--- config.mk ---
export PLATFORM = sky130hd
export DESIGN_NAME = pdm_rx_io
export DESIGN_NICKNAME = d
export VERILOG_FILES = /design/src/rtl/pdm_rx_io.sv
export SDC_FILE = /design/constraint.sdc
export NUM_CORES = 1
export LEC_CHECK = 0
export ABC_AREA = 1
export CORE_MARGIN = 5
export CORE_UTILIZATION = 55
export CTS_CLUSTER_SIZE = 16
export DETAILED_ROUTE_END_ITERATION = 16
export HOLD_SLACK_MARGIN = 0.08
export PLACE_DENSITY = 0.74
export SKIP_CTS_REPAIR_TIMING = 1
export SLEW_MARGIN = 5
export SYNTH_ARGS = -nofsm -noshare
export SYNTH_HDL_FRONTEND = slang
export SYNTH_SLANG_ARGS = --single-unit
--- constraint.sdc ---
create_clock -name clk -period 7.3 [get_ports clk]
set_input_delay 1.095 -clock clk [delete_from_list [all_inputs] [get_ports clk]]
set_output_delay 1.095 -clock clk [all_outputs]
set_load 0.05 [all_outputs]
--- src/rtl/pdm_rx_io.sv ---
// pdm_rx_io: PDM microphone slot - bit clock, 2-FF sync, boxcar ones-count decimator
// and a sample FIFO drained over the slot bus.
module pdm_rx_io #(
  parameter int          FIFO_AW = 4,
  parameter logic [15:0] DIV_RST = 16'd49
) (
  input  logic        clk,
  input  logic        rst,
  input  logic        cs,
  input  logic        read,
  input  logic        write,
  input  logic [4:0]  addr,
  input  logic [31:0] write_data,
  output logic [31:0] read_data,
  output logic        pdm_clk,
  input  logic        pdm_data
);
  localparam int DEPTH = 1 << FIFO_AW;
  logic               en_q, pdm_q, ovf_q, push_q;
  logic [15:0]        div_q, ctr_q, sample_q, sample_d, head;
  logic [3:0]         l_q, l_d;
  logic [1:0]         sync_q;
  logic [8:0]         ones_q, ones_tot, n_win;
  logic [7:0]         cnt_q;
  logic [15:0]        mem_q [DEPTH];
  logic [FIFO_AW-1:0] wp_q, rp_q;
  logic [FIFO_AW:0]   count_q;
  logic wr_ctl, wr_l, clr, restart, tick, strobe, last, empty, full, pop, push_ok, unused;
  assign unused   = ^write_data[31:16];
  assign wr_ctl   = cs & write & (addr == 5'd2);
  assign wr_l     = cs & write & (addr == 5'd4);
  assign clr      = wr_ctl & write_data[1];
  assign restart  = clr | wr_l;
  assign tick     = en_q & (ctr_q == div_q);
  assign strobe   = tick & pdm_q;
  assign ones_tot = ones_q + 9'(sync_q[1]);
  assign n_win    = 9'd1 << l_q;
  assign last     = strobe & ({1'b0, cnt_q} == n_win - 9'd1);
  // ones_tot < N keeps the shifted count below 2^16, so subtracting 32768 is an MSB flip
  assign sample_d = (ones_tot == n_win) ? 16'h7FFF
                                        : (16'(ones_tot) << (5'd16 - {1'b0, l_q})) ^ 16'h8000;
  assign l_d      = (write_data[3:0] < 4'd4) ? 4'd4 : (write_data[3:0] > 4'd8) ? 4'd8 : write_data[3:0];
  assign empty    = (count_q == '0);
  assign full     = (count_q == (FIFO_AW+1)'(DEPTH));
  assign pop      = cs & read & (addr == 5'd0) & ~empty;
  assign push_ok  = push_q & (~full | pop);
  assign head     = mem_q[rp_q];
  assign pdm_clk  = pdm_q;
  always_ff @(posedge clk or posedge rst)
    if (rst) begin
      en_q     <= 1'b0;
      div_q    <= DIV_RST;
      l_q      <= 4'd6;
      ctr_q    <= '0;
      pdm_q    <= 1'b0;
      sync_q   <= '0;
      ones_q   <= '0;
      cnt_q    <= '0;
      sample_q <= '0;
      push_q   <= 1'b0;
    end else begin
      if (wr_ctl) en_q <= write_data[0];
      if (cs & write & (addr == 5'd3)) div_q <= write_data[15:0];
      if (wr_l) l_q <= l_d;
      ctr_q    <= (~en_q | tick) ? '0 : ctr_q + 16'd1;
      pdm_q    <= en_q & (pdm_q ^ tick);
      sync_q   <= {sync_q[0], pdm_data};
      ones_q   <= (restart | last) ? '0 : strobe ? ones_tot : ones_q;
      cnt_q    <= (restart | last) ? '0 : strobe ? cnt_q + 8'd1 : cnt_q;
      push_q   <= last & ~restart;
      if (last) sample_q <= sample_d;
    end
  always_ff @(posedge clk or posedge rst)
    if (rst) begin
      wp_q    <= '0;
      rp_q    <= '0;
      count_q <= '0;
      ovf_q   <= 1'b0;
    end else if (clr) begin
      wp_q    <= '0;
      rp_q    <= '0;
      count_q <= '0;
      ovf_q   <= 1'b0;
    end else begin
      if (push_ok) wp_q <= wp_q + 1'b1;
      if (pop) rp_q <= rp_q + 1'b1;
      count_q <= count_q + (FIFO_AW+1)'(push_ok) - (FIFO_AW+1)'(pop);
      ovf_q   <= (push_q & full & ~pop) | (ovf_q & ~(cs & write & (addr == 5'd1) & write_data[2]));
    end
  always_ff @(posedge clk)
    if (push_ok & ~clr) mem_q[wp_q] <= sample_q;
  always_comb begin
    read_data = '0;
    case (addr)
      5'd0:    read_data = empty ? '0 : {{16{head[15]}}, head};
      5'd1:    read_data = (32'(count_q) << 4) | {29'd0, ovf_q, full, empty};
      5'd2:    read_data = {31'd0, en_q};
      5'd3:    read_data = {16'd0, div_q};
      5'd4:    read_data = {28'd0, l_q};
      default: read_data = '0;
    endcase
  end
endmodule

==> results.rst, run 1 <==
.. list-table::
   :header-rows: 1

   * - Metric
     - Value
   * - Critical Path Sink Type
     - output pin
   * - Type of the setup path with the least slack
     - reg -> out
   * - Total Routing Usage GR
     - 0.236
   * - Finished Layout Cells
     - 2060
   * - Buffers from clock root to sink, at most
     - 3
   * - Share of flip-flops with an asynchronous set or reset
     - 0.256
   * - Initial antenna violation count
     - 0
   * - Arrival time of data at the critical path endpoint
     - 4280 ps
   * - Post-route cell area
     - 18100 sq um
   * - Cell seen most often among critical-path stages
     - nand2_1
   * - Worst Path Max Fanout
     - 52
   * - Global-route wire length before repair
     - 61300 um
   * - Number of vias per cell
     - 5.75
   * - Placed wire-length estimate after detailed placement
     - 24100 um
   * - Unrepaired setup endpoints after global routing
     - no
   * - Average wire per standard cell
     - 19.0 um
   * - Global placement routability congestion
     - 0.900
   * - TritonCTS buffer count
     - 37
   * - Type of the tightest min-delay check
     - reg -> reg
   * - Worst Slack Setup Final
     - 1920 ps
   * - Number of max-cap violations
     - 0
   * - Relative slew margins
     - 0.232
   * - Filler cells
     - 2257
   * - Worst-margin pin slew
     - 1150 ps
   * - Number of antenna diodes
     - 0
   * - Number of synthesized register bits
     - 344
   * - Clock-pin slew on the worst setup and hold paths
     - 60 ps
   * - Family with the most delay on the worst path
     - buffers and inverters
   * - Maximum vdd ir drop
     - 150 uV
   * - Number of hold violations in the final report
     - 0
   * - Worst setup slack before clock tree synthesis
     - 1950 ps
   * - Required time of the worst setup path
     - 6200 ps
   * - Final nets
     - 1715
   * - Leakage power total
     - 6.53 nW
   * - Overall power after layout
     - 4.94 mW
   * - Worst-Skew Late Latency
     - 520 ps
   * - CTS H-tree depth
     - 2
   * - Count of different cell masters after synthesis
     - 49
   * - DRT antenna net count
     - 0
   * - CP peak stage delay
     - 940 ps
   * - Number of search-and-repair iterations in the first detailed-routing pass
     - 5
   * - Effective utilization at floorplan
     - 0.557
   * - Average footprint of a synthesized cell
     - 9.94 sq um
   * - Post-Route Skew
     - 12.1 ps
   * - Sink Count
     - 344
   * - Cell with the biggest individual delay on the critical path
     - clkdlybuf4s50_1
   * - Dpl cell area
     - 16900 sq um
   * - Number of enable-type register cells in the synthesized netlist
     - 256
   * - Post-Route WL
     - 39100 um
   * - Seq/Total Area, Yosys
     - 0.619
   * - Number of global-route vias before repair
     - 11114
   * - Cells after DPL
     - 1993
   * - Hold Worst Slack
     - 350 ps
   * - Period utilization
     - 0.737
   * - Total negative slack
     - 0 ps
   * - DRC Markers
     - 0
   * - Total of endpoints with negative setup slack in the final report
     - 0
   * - Routed vias
     - 11844
   * - Die height
     - 180 um
   * - Pin count of the biggest net entering global routing
     - 79
   * - Synth Instances
     - 1608
   * - Yosys Warn Count
     - 0
   * - Result of the run
     - completed
   * - I/O pin count
     - 76
   * - Final Max Slew Viols
     - 0
   * - Site Rows
     - 62
   * - Die Outline Area
     - 32600 sq um
   * - Maximum clock rate
     - 186 MHz
   * - Signed area change from the synthesized netlist to the final layout
     - 13.0%
   * - CTS tree
     - done
   * - Tmin final
     - 5380 ps
   * - Clock Tree Root
     - clkbuf_16
   * - Layout cell share with drive strength beyond 1
     - 0.0782
   * - DIE WIDTH
     - 180 um
   * - Most used flip-flop cell after synthesis
     - edfxtp_1
   * - Crit start category
     - register
   * - Area inside the core boundary
     - 28700 sq um
   * - Syn Nets
     - 1675
   * - Count of input and output buffers
     - 59
   * - CP Cell Sequence
     - clkinv_2, buf_4, o21ai_0, o22ai_1, a22oi_1, nand2_1, nand2_1, nor2_1, clkdlybuf4s50_1
   * - Cell Area, Synth
     - 16000 sq um
   * - Final standard cell utilization of the core
     - 0.629
   * - Detailed Route Iter0 Violations
     - 1305
   * - Worst Path Buf+Inv
     - 3
   * - Cell area power density
     - 273 nW/um^2
   * - Leftover overflow at the end of global routing
     - 0
-- registers in the layout, indices dropped and copies added (netlist names) --
name	count
sample_q	16
count_q	5
ovf_q	1
mem_q	256
l_q	4
sync_q	2
en_q	1
wp_q	4
div_q	16
push_q	1
ones_q	9
cnt_q	8
rp_q	4
pdm_clk	1
ctr_q	16
-- worst paths after layout --
kind,from,endpoint,slack (ps),depth (start not counted)
worst max-delay path,rp_q[0]$_DFFE_PP0P_,read_data[27],1920,9
worst min-delay path,sync_q[0]$_DFF_PP0_,sync_q[1]$_DFF_PP0_,350,0
worst max register to register,div_q[0]$_DFFE_PP1P_,ones_q[0]$_DFFE_PP0P_,2980,17
worst min register to register,sync_q[0]$_DFF_PP0_,sync_q[1]$_DFF_PP0_,350,0
max in group asynchronous,rst,rp_q[0]$_DFFE_PP0P_,5150,3
min in group asynchronous,rst,cnt_q[6]$_DFFE_PP0P_,860,2
-- power breakdown --
part,switching [mW],internal [mW]
logic,0.685,0.309
clock network,0.741,1.02
registers,0.0503,2.13
total,1.48,3.46
-- cell type report --
cell class,count,area (sq um),area share
Clock buffer,49,1010,0.0560
Clock inverter,18,138,0.00762
Inverter,128,483,0.0267
Multi-Input combinational cell,1053,5270,0.292
Sequential cell,344,9900,0.548
Tap cell,384,480,0.0266
Timing Repair Buffer,84,778,0.0431
-- routing by layer --
layer / wire (um) / vias to the layer above / global-route usage
met3: 2820 / 80 / 0.0299
met2: 19100 / 452 / 0.402
met4: 1210 / 0 / 0.0738
met5: 0 / - / 0
met1: 16000 / 5677 / 0.318
li1: - / 5635 / -
-- cells by family (layout without fill, tap and decap cells) --
kind of cell             Yosys count  after routing  synth area share
AND/OR/NAND/NOR                  696            696             0.186
flip-flops                       344            344             0.619
AO/OA/AOI/OAI                    300            300             0.102
buffers and inverters            211            279            0.0546
XOR/XNOR                          31             31            0.0178
adder cells (fa/ha/maj)           24             24            0.0193
multiplexers                       2              2           0.00141
-- placed cells by master, fill, tap and decap left out, types with 9 or more instances in the layout --
cell type,Yosys,final
dfrtp_1,83,81
nor3_1,26,18
nand2_1,292,292
nand4_1,19,19
nor2_2,10,17
nor3_2,1,9
edfxtp_1,256,256
inv_1,122,119
nor2_1,202,195
clkbuf_16,0,38
clkdlybuf4s50_1,0,59
buf_4,16,25
ha_1,23,23
o21ai_0,159,159
clkbuf_1,60,9
xor2_1,25,25
nand3_1,124,124
o22ai_1,55,55
clkinv_2,0,11
a21oi_1,65,65
-- synth_stat cells (2+ instances only) --
cell type | instances | area share
a21oi_1 | 65 | 0.020
buf_1 | 3 | 0.00070
buf_2 | 2 | 0.00063
buf_4 | 16 | 0.0075
clkbuf_1 | 60 | 0.014
clkinv_1 | 3 | 0.00070
dfrtp_1 | 83 | 0.13
dfstp_2 | 5 | 0.0082
edfxtp_1 | 256 | 0.48
ha_1 | 23 | 0.018
inv_1 | 122 | 0.029
inv_2 | 3 | 0.00070
mux2_2 | 2 | 0.0014
nand2_1 | 292 | 0.069
nand2_2 | 4 | 0.0016
nand2_4 | 2 | 0.0014
nand3_1 | 124 | 0.039
nand4_1 | 19 | 0.0074
nor2_1 | 202 | 0.047
nor2_2 | 10 | 0.0039
nor2_4 | 2 | 0.0014
nor3_1 | 26 | 0.0081
nor4_1 | 7 | 0.0027
o211ai_1 | 8 | 0.0038
o21ai_0 | 159 | 0.050
o221ai_1 | 3 | 0.0016
o22ai_1 | 55 | 0.022
o31ai_1 | 2 | 0.00094
or2_2 | 2 | 0.00078
xnor2_1 | 5 | 0.0027
xor2_1 | 25 | 0.014
Note: power is estimated with default switching activity, not from simulation.
==> inputs of run 2 (changes only) <==
- PLACE_DENSITY: 0.74 -> 0.77
- clock period: 7.3 -> 4.6 ns (I/O delays scaled with it)
==> run 2 against run 1 <==
  * Sequential power grew 60%
  * Register-to-register slack lost 2100 ps
  * Sequential cell count is the same
  * Non-clock buffer count grew 11
  * Routed wire length grew 2.7%
  * Critical endpoint is now read_data[6]
==> results.rst, run 2 (same netlist as run 1, synthesis figures left out) <==
.. list-table::
   :header-rows: 1

   * - Metric
     - Value
   * - Type of the tightest min-delay check
     - reg -> reg
   * - Area inside the core boundary
     - 28700 sq um
   * - I/O pin count
     - 76
   * - Number of vias per cell
     - 5.86
   * - Endpoint with the worst hold slack
     - sync_q[1]$_DFF_PP0_
   * - Placed wire-length estimate after detailed placement
     - 25200 um
   * - Total area of sequential cells
     - 9900 sq um
   * - Crit start category
     - register
   * - Cells after DPL
     - 2004
   * - Commonest cells after routing, fill and taps aside
     - nand2_1 (292), edfxtp_1 (256), nor2_1 (196), o21ai_0 (159), nand3_1 (124)
   * - Start of the worst register-to-register path
     - div_q[0]$_DFFE_PP1P_
   * - Switching power share of the total
     - 0.306
   * - Internal
     - 5.48 mW
   * - Required time of the worst setup path
     - 3910 ps
   * - Number of hold violations in the final report
     - 0
   * - Number of max-cap violations
     - 0
   * - Most common library cell in the layout ignoring fill and taps
     - nand2_1
   * - Effective utilization at floorplan
     - 0.557
   * - Critical Path Sink Type
     - output pin
   * - Detailed Route Iter0 Violations
     - 1400
   * - Arrival time of data at the critical path endpoint
     - 3590 ps
   * - CP peak stage delay
     - 870 ps
   * - Type of the setup path with the least slack
     - reg -> out
   * - Proportion of power drawn by combinational gates
     - 0.208
   * - CP Cell Sequence
     - clkinv_2, buf_4, o21ai_0, o22ai_1, o22ai_1, nand2_1, nand3_1, o211ai_1, clkdlybuf4s50_1
   * - Unrepaired setup endpoints after global routing
     - no
   * - Initial antenna violation count
     - 1
   * - Die height
     - 180 um
   * - Pin count of the biggest net entering global routing
     - 131
   * - Maximum vdd ir drop
     - 282 uV
   * - Worst Path Max Fanout
     - 34
   * - Global placement routability congestion
     - 0.873
   * - CTS tree
     - done
   * - Worst Path Buf+Inv
     - 3
   * - R2R depth
     - 19
   * - Period utilization
     - 0.931
   * - DIE WIDTH
     - 180 um
   * - Total Routing Usage GR
     - 0.243
   * - Min-delay src
     - sync_q[0]$_DFF_PP0_
   * - Sequential share of power
     - 0.441
   * - CTS H-tree depth
     - 2
   * - Final Max Slew Viols
     - 0
   * - Post-Route WL
     - 40200 um
   * - Leftover overflow at the end of global routing
     - 0
   * - Worst-margin pin slew
     - 943 ps
   * - Number of antenna diodes
     - 0
   * - DRC Markers
     - 0
   * - Count of input and output buffers
     - 59
   * - Flip-flop count of the largest register after layout
     - 256
   * - Number of search-and-repair iterations in the first detailed-routing pass
     - 8
   * - Layout cell share with drive strength beyond 1
     - 0.100
   * - Switching power of the nets
     - 2.41 mW
   * - Buffers from clock root to sink, at most
     - 3
   * - Worst flop-to-flop path endpoint
     - ones_q[4]$_DFFE_PP0P_
   * - Register-to-register setup slack
     - 870 ps
   * - Final nets
     - 1725
   * - Hold Worst Slack
     - 350 ps
   * - Cell seen most often among critical-path stages
     - o22ai_1
   * - Cell with the biggest individual delay on the critical path
     - clkdlybuf4s50_1
   * - TritonCTS buffer count
     - 36
   * - Filler cells
     - 2189
   * - Routed vias
     - 12121
   * - Family with the most delay on the worst path
     - buffers and inverters
   * - Site Rows
     - 62
   * - Relative slew margins
     - 0.370
   * - Finished Layout Cells
     - 2068
   * - Signed area change from the synthesized netlist to the final layout
     - 14.4%
   * - Total of endpoints with negative setup slack in the final report
     - 0
   * - Clock group share of total power
     - 0.351
   * - Tmin final
     - 4280 ps
   * - Average wire per standard cell
     - 19.4 um
   * - Worst-Skew Late Latency
     - 520 ps
   * - Result of the run
     - completed
   * - Global-route wire length before repair
     - 63800 um
   * - DRT antenna net count
     - 0
   * - Sink Count
     - 344
   * - Leakage power total
     - 6.69 nW
   * - Post-Route Skew
     - 17.3 ps
   * - Largest reg by FF count
     - mem_q
   * - Cell area power density
     - 432 nW/um^2
   * - Number of global-route vias before repair
     - 11958
   * - Total negative slack
     - 0 ps
   * - Multi-input gate area
     - 5270 sq um
   * - Die Outline Area
     - 32600 sq um
   * - Number of cells traversed by the worst hold path
     - 0
   * - Clock Tree Root
     - clkbuf_16
   * - Clock-pin slew on the worst setup and hold paths
     - 60 ps
   * - Maximum clock rate
     - 233 MHz
-- run 2: cell count changes in the layout (fill, tap and decap cells not counted), sizes merged --
cell and change:
clkbuf -5, clkinv -1, inv +2, clkdlybuf4s50 -27, clkinvlp +1, buf +38
-- run 2: per-layer routing --
layer / vias up / GRT usage / wire length, um
met5: - / 0 / 0
met4: 0 / 0.0814 / 1310
met3: 81 / 0.0363 / 3190
met2: 579 / 0.415 / 19800
met1: 5808 / 0.323 / 15800
li1: 5653 / - / -
-- run 2: layout make-up --
class,count,area share
Clock buffer,44,0.0531
Clock inverter,20,0.00862
Inverter,128,0.0264
Multi-Input combinational cell,1053,0.288
Sequential cell,344,0.541
Tap cell,384,0.0263
Timing Repair Buffer,95,0.0564
-- run 2: worst max path at each step --
stage                           end                start  depth (start not counted)
2_1_floorplan         read_data[17]              addr[3]                          7
3_3_place_gp   count_q[4]$_DFF_PP0_              addr[2]                         17
3_5_place_dp   count_q[4]$_DFF_PP0_              addr[2]                         17
4_1_cts                read_data[6]  rp_q[0]$_DFFE_PP0P_                          9
5_1_grt                read_data[0]  rp_q[0]$_DFFE_PP0P_                          9
6_report               read_data[6]  rp_q[0]$_DFFE_PP0P_                          9
-- run 2: through the flow --
| step | area (sq um) | power (mW) | util | setup slack (ps) |
|---|---|---|---|---|
| after CTS | 18300 | 7.90 | 0.637 | 322 |
| after global routing | 18300 | 8.24 | 0.637 | 175 |
| final | 18300 | 7.90 | 0.637 | 316 |
| after floorplan | 16000 | 4.67 | - | 922 |
| after global placement | 17200 | 5.09 | 0.598 | 453 |
| after detailed placement | 17200 | 5.13 | 0.598 | 442 |
-- run 2: power by group through the flow --
stage	logic, mW	clock network, mW	registers (mW)
detailed placement	1.59	0	3.54
CTS	1.62	2.79	3.48
global route	1.82	2.93	3.49
finish	1.64	2.77	3.48
global placement	1.55	0	3.54
floorplan	1.17	0	3.50
-- run 2: worst reg2reg max path: stages (launching register included) --
cell	delay (ps)
dfstp_2	560
xnor2_1	120
nand2_1	80
nor4_1	310
nand4_1	250
nor2_1	170
ha_1	160
buf_4	210
clkinv_1	270
a21oi_1	180
o21ai_0	100
nor2_1	110
nand3_1	120
nor2_1	130
nand2_1	90
nor2_2	90
buf_4	190
nand2_4	130
nand2_4	260
nor2_1	80
